==> src/rtl/flat_top.sv <==
// Registered multi-function compute tile: ALU with flags, sticky accumulator,
// 32x32 multiplier, operand mux, enable counter, word fold and popcount.
module flat_top (
  input  logic         clk,
  input  logic         rst_n,
  input  logic [262:0] in_flat,
  output logic [329:0] out_flat
);

  localparam int unsigned DW  = 64;
  localparam int unsigned CW  = 32;
  localparam int unsigned PW  = 7;
  localparam int unsigned NWD = 8;

  logic [DW-1:0] w_a, w_b, w_c, w_d;
  logic [2:0]    w_op;
  logic          w_en, w_clr;
  logic [1:0]    w_sel;
  logic [5:0]    w_shamt;
  logic [6:0]    w_rshamt;

  assign w_a      = in_flat[63:0];
  assign w_b      = in_flat[127:64];
  assign w_c      = in_flat[191:128];
  assign w_d      = in_flat[255:192];
  assign w_op     = in_flat[258:256];
  assign w_en     = in_flat[259];
  assign w_clr    = in_flat[260];
  assign w_sel    = in_flat[262:261];
  assign w_shamt  = w_b[5:0];
  // Rotate right-part shift; S=0 gives a 64-bit shift which yields zero.
  assign w_rshamt = 7'(DW) - 7'(w_shamt);

  logic [DW:0]   w_sum, w_diff, w_acc_sum;
  logic [DW-1:0] w_alu;
  logic          w_cf;

  assign w_sum     = {1'b0, w_a} + {1'b0, w_b};
  assign w_diff    = {1'b0, w_a} - {1'b0, w_b};
  assign w_acc_sum = {1'b0, out_flat[127:64]} + {1'b0, w_c};

  always_comb begin
    w_alu = '0;
    w_cf  = 1'b0;
    case (w_op)
      3'd0: begin
        w_alu = w_sum[DW-1:0];
        w_cf  = w_sum[DW];
      end
      3'd1: begin
        w_alu = w_diff[DW-1:0];
        w_cf  = w_diff[DW];
      end
      3'd2: w_alu = w_a & w_b;
      3'd3: w_alu = w_a | w_b;
      3'd4: w_alu = w_a ^ w_b;
      3'd5: w_alu = w_a << w_shamt;
      3'd6: w_alu = w_a >> w_shamt;
      default: w_alu = (w_a << w_shamt) | (w_a >> w_rshamt);
    endcase
  end

  logic [DW-1:0] w_mul;
  assign w_mul = DW'(w_c[CW-1:0]) * DW'(w_d[CW-1:0]);

  logic [DW-1:0] w_mux;
  always_comb begin
    w_mux = w_a;
    case (w_sel)
      2'd1:    w_mux = w_b;
      2'd2:    w_mux = w_c;
      2'd3:    w_mux = w_d;
      default: w_mux = w_a;
    endcase
  end

  logic [CW-1:0] w_fold;
  logic [PW-1:0] w_pop;
  always_comb begin
    w_fold = '0;
    for (int i = 0; i < NWD; i++) w_fold = w_fold ^ in_flat[i*CW +: CW];
  end

  always_comb begin
    w_pop = '0;
    for (int i = 0; i < DW; i++) w_pop = w_pop + PW'(w_a[i]);
  end

  logic [DW-1:0] r_alu, r_acc, r_mul, r_mux;
  logic [CW-1:0] r_cnt, r_fold;
  logic          r_cf, r_zf, r_ovf;
  logic [PW-1:0] r_pop;

  // Per-cycle results, registered unconditionally.
  always_ff @(posedge clk or negedge rst_n) begin
    if (!rst_n) begin
      r_alu  <= '0;
      r_cf   <= 1'b0;
      r_zf   <= 1'b0;
      r_mul  <= '0;
      r_mux  <= '0;
      r_fold <= '0;
      r_pop  <= '0;
    end else begin
      r_alu  <= w_alu;
      r_cf   <= w_cf;
      r_zf   <= (w_alu == '0);
      r_mul  <= w_mul;
      r_mux  <= w_mux;
      r_fold <= w_fold;
      r_pop  <= w_pop;
    end
  end

  // Accumulator state: clear beats enable, otherwise hold.
  always_ff @(posedge clk or negedge rst_n) begin
    if (!rst_n) begin
      r_acc <= '0;
      r_ovf <= 1'b0;
      r_cnt <= '0;
    end else if (w_clr) begin
      r_acc <= '0;
      r_ovf <= 1'b0;
      r_cnt <= '0;
    end else if (w_en) begin
      r_acc <= w_acc_sum[DW-1:0];
      r_ovf <= r_ovf | w_acc_sum[DW];
      r_cnt <= r_cnt + 32'd1;
    end
  end

  assign out_flat = {r_pop, r_ovf, r_zf, r_cf, r_fold, r_cnt, r_mux, r_mul, r_acc, r_alu};

endmodule

==> config.mk <==
export PLATFORM = sky130hd
export DESIGN_NAME = flat_top
export DESIGN_NICKNAME = d
export VERILOG_FILES = /design/src/rtl/flat_top.sv
export SDC_FILE = /design/constraint.sdc
export NUM_CORES = 2
export LEC_CHECK = 0
export CORE_ASPECT_RATIO = 0.5
export CORE_MARGIN = 5
export CORE_UTILIZATION = 62
export DETAILED_ROUTE_END_ITERATION = 12
export GPL_TIMING_DRIVEN = 0
export PLACE_DENSITY = 0.89
export SLEW_MARGIN = 15
export SYNTH_ARGS = -nofsm -noshare
export SYNTH_HDL_FRONTEND = slang
export SYNTH_SLANG_ARGS = --single-unit
==> constraint.sdc <==
create_clock -name clk -period 5.4 [get_ports clk]
set_input_delay 1.08 -clock clk [delete_from_list [all_inputs] [get_ports clk]]
set_output_delay 1.08 -clock clk [all_outputs]
set_load 0.1 [all_outputs]
==> out/metrics.cfg, run 1 <==
[global_routing]
grt_overflow=26
grt_max_degree=95
grt_pass1_vias=96900
grtUsageTotal_pct=77.2
grt_pass1_wl_mm=727

[clocking]
h-tree-depth=2
cts_root_buffer=clkbuf_16
cts_sinks=330
cts_buffers=37
cts_buffer_depth=3
cts_hold_buf=0

[synthesis]
yosys.cell_types.count=99
syn_inst=8955
synth_area_leader_cell=fa_1
synthFlopType=dfrtp_1
yosysSeqAreaShare_pct=10.7
netlist_area_mm2=0.0774
synth_edf_count=0
ys_ff_latch=330
syn_area_per_cell_um2=8.65
yosys_warnings=0
ys_async_sr_fraction_pct=100
ys_top_cells_by_area=fa_1 (25%), dfrtp_1 (11%), ha_1 (8.7%)
synth_top_area_share_pct=24.6
syn-num-nets=10700

[floorplan]
die_w_um=510
initial_utilization_pct=62.6
pin_count=595
die_h_um=260
num_rows=91

[outcome]
stop_stage=global routing
outcome=aborted with a tool error
error=[ERROR GRT-0116] Global routing finished with congestion. Check the congestion regions in the DRC Viewer.

[place]
dp_slack_ns=-5.91
portBuffers=577
hpwl_mm=350
placed_cell_area_mm2=0.0866
routabilityCongestion=1.33

## logic make-up after synthesis
| kind of cell | Yosys count | synth area share, % |
|---|---|---|
| mux | 567 | 11.0 |
| fa+ha+maj | 1490 | 33.3 |
| buf+inv | 1790 | 8.93 |
| xor+xnor | 424 | 4.81 |
| simple gates | 2567 | 16.2 |
| flops | 330 | 10.7 |
| compound gates | 1787 | 15.2 |
## cell usage after synthesis, types with 65 or more instances
master / n
inv_1: 1148
fa_1: 953
nand2_1: 891
and2_1: 612
ha_1: 537
a21oi_1: 513
clkbuf_1: 508
nor2_1: 475
dfrtp_1: 330
xnor2_1: 328
o21ai_0: 319
mux2i_1: 251
mux4_2: 214
a21o_1: 145
nor3_1: 119
nand3_1: 112
a211oi_1: 105
xor2_1: 95
mux2_2: 90
nand4_1: 71
o211ai_1: 66
buf_1: 65
## timing repair
action	in CTS
resized for setup	1266
setup endpoints to repair	139
pin swaps	158
gates cloned	1
buffers inserted	154
## per-layer routing
layer / track usage, % / overflow
met1: 76.9 / 0
met2: 90.3 / 1
met3: 66.6 / 15
met4: 74.1 / 9
met5: 48.4 / 1
## per-stage QoR
stage / utilization (%) / std cells
after floorplan: - / 8955
after global placement: 69.9 / 11200
after detailed placement: 70.0 / 11200
after CTS: 74.9 / 11400
==> run 2, diff against run 1 <==
--- a/config.mk
+++ b/config.mk
@@ -5,12 +5,11 @@
 export SDC_FILE = /design/constraint.sdc
 export NUM_CORES = 2
 export LEC_CHECK = 0
-export CORE_ASPECT_RATIO = 0.5
 export CORE_MARGIN = 5
-export CORE_UTILIZATION = 62
+export CORE_UTILIZATION = 40
 export DETAILED_ROUTE_END_ITERATION = 12
 export GPL_TIMING_DRIVEN = 0
-export PLACE_DENSITY = 0.89
+export PLACE_DENSITY_LB_ADDON = 0.15
 export SLEW_MARGIN = 15
 export SYNTH_ARGS = -nofsm -noshare
 export SYNTH_HDL_FRONTEND = slang
==> run 2 against run 1 <==
Compared with the run above: the flow now finishes, with violations (negative setup slack); synthesized area stayed put; synthesized cell count unchanged.
==> out/metrics.cfg, run 2 <==
[global_routing]
grt_pass1_vias=82600
grt_antenna_before_repair=64
grt_overflow=0
top_usage_layer=met2
grt_util_met2_pct=75.5
gr-usage-met1_pct=57.1
grt_max_degree=96
grtUsageTotal_pct=51.7
grt_pass1_wl_mm=719
use_met3_pct=19.6

[worst_setup_path]
cp_top_family=adder cells
crit_slowest_cell=clkbuf_1
r2r_slack_ns=0.73
cp_max_fo=10
startpoint_type=input port
required_ns=5.99
arrival_ns=9.35
critical_path.endpoint_type=flop
cp_common_cell=ha_1
path_class=in2reg
cp_slowest_stage_delay_ns=0.66
path_buf_inv=6

[clocking]
cts_hold_buf=0  ; unchanged
cts_tree=done
cts_buffers=44  ; was 37
clk_pin_slew_ns=0.08
cts_buffer_depth=3  ; unchanged
cts_sinks=330  ; unchanged
cts_root_buffer=clkbuf_16  ; unchanged
clk_latency_ns=0.71
h-tree-depth=2  ; unchanged

[floorplan]
initial_utilization_pct=40.2  ; was 62.6%
die_h_um=450  ; was 260 um
die_w_um=450  ; was 510 um
pin_count=595  ; unchanged
dieArea_mm2=0.202
core_mm2=0.193
num_rows=161  ; was 91

[routing]
drt_iter0_drc=11700
drtPass1Iterations=9
wl_per_cell_um=43.2
routed_wl_mm=544
vias=83800
viasPerCell=6.66
ant_nets=0
drc_errors=0

[final_layout]
area_growth_pct=28.0
drive_gt1_share_pct=19.3
layout_common_cells=inv_1 (1102), fa_1 (894), nand2_1 (878)
layout_commonest_cell=inv_1
fill_cells=17400
fin_nets=11700
fin_util_pct=51.5

[timing]
final-setup-viol-count=91
fin_crit_ns=8.75
timing.slew.headroom_pct=3.05
worst_slack_ns=-3.35
clock_skew_ns=0.0175
max_clock_freq_ghz=0.114
hold_violations=0
rsz0062_at_grt=true
tightest_slew_ns=1.44
drv_slew=0
period_share_pct=162
holdWs_ns=0.248

[synthesis]
syn_area_per_cell_um2=8.65  ; unchanged
ys_top_cells_by_area=fa_1 (25%), dfrtp_1 (11%), ha_1 (8.7%)  ; unchanged
syn-num-nets=10700  ; unchanged
synthFlopType=dfrtp_1  ; unchanged
synth_area_leader_cell=fa_1  ; unchanged
synth.most_common_cell=inv_1  ; unchanged
yosys-top-cells-count=inv_1 (1148), fa_1 (953), nand2_1 (891)  ; unchanged
yosys.cell_types.count=99  ; unchanged
syn_inst=8955  ; unchanged
netlist_area_mm2=0.0774  ; unchanged
ys_ff_latch=330  ; unchanged
yosysSeqAreaShare_pct=10.7  ; unchanged
yosys_warnings=0  ; unchanged
synth_top_area_share_pct=24.6  ; unchanged
ys_async_sr_fraction_pct=100  ; unchanged
synth_edf_count=0  ; unchanged

[hold_path]
hold_path_class=in2async

[place]
hpwl_mm=436  ; was 350 mm
portBuffers=577  ; unchanged
routabilityCongestion=1.16  ; was 1.33

[outcome]
violations=negative setup slack
outcome=finished with violations  ; was aborted with a tool error

[job]
maxCapViolations=0

-- run 2: path summary, 6_finish.rpt --
kind | from | end | cells past startpoint
worst max-delay path | in_flat[128] | r_mul[63]$_DFF_PN0_ | 30
worst min-delay path | rst_n | r_alu[2]$_DFF_PN0_ | 1
worst max register to register | r_acc[0]$_DFFE_PN0P_ | r_acc[62]$_DFFE_PN0P_ | 16
worst min register to register | r_acc[59]$_DFFE_PN0P_ | r_acc[59]$_DFFE_PN0P_ | 1
max in group asynchronous | rst_n | r_cnt[18]$_DFFE_PN0P_ | 3
min in group clk | r_acc[59]$_DFFE_PN0P_ | r_acc[59]$_DFFE_PN0P_ | 1
-- run 2: final cells by class --
type / count / area [um2] / area share [%]
timing repair buffer: 985 / 9710 / 9.79
tap: 2526 / 3160 / 3.19
clock buffer: 56 / 1200 / 1.21
multi-input combinational: 6835 / 65600 / 66.1
clock inverter: 23 / 392 / 0.395
sequential: 330 / 8260 / 8.33
antenna: 63 / 158 / 0.159
inverter: 1155 / 4440 / 4.48
buffer: 621 / 6240 / 6.30
-- run 2: cells by family (layout without fill, tap and decap cells) --
group | Yosys count | in the layout | share of synthesized area, %
flops | 330 | 330 | 10.7
compound gates | 1787 | 1787 | 15.2
fa+ha+maj | 1490 | 1490 | 33.3
mux | 567 | 567 | 11.0
buf+inv | 1790 | 2840 | 8.93
simple gates | 2567 | 2567 | 16.2
xor+xnor | 424 | 424 | 4.81
other cells | 0 | 63 | 0
-- run 2: metal layers --
| layer | part of all wire, % | vias up |
|---|---|---|
| met4 | 13 | 14 |
| met1 | 33 | 41800 |
| met3 | 12 | 2545 |
| met5 | 0.025 | - |
| li1 | - | 32300 |
| met2 | 41 | 7174 |
-- run 2: through the flow --
| step | area (um2) | worst slack, ns | instances | setup TNS [ns] |
|---|---|---|---|---|
| 2_1_floorplan | 78500 | -2.68 | 8955 | -99.35 |
| 3_3_place_gp | 87400 | -12.30 | 12100 | -4546.80 |
| 3_5_place_dp | 88000 | -6.87 | 12100 | -506.96 |
| 4_1_cts | 96700 | -2.92 | 12400 | -100.61 |
| 5_1_grt | 99000 | -3.46 | 12500 | -132.37 |
| 6_report | 99100 | -3.35 | 12600 | -129.04 |
-- run 2: what timing repair did --
action / 4_1_cts / 5_1_grt
cloned: 11 / 4
resized for setup: 1716 / 306
pin swaps: 262 / 138
hold endpoints to repair: 0 / 0
endpoints found under the setup margin: 149 / 105
setup buffers: 210 / 159
Power of run 2 is not shown: default switching activity piles up to over one toggle a cycle in this logic, so the estimate is an artifact.
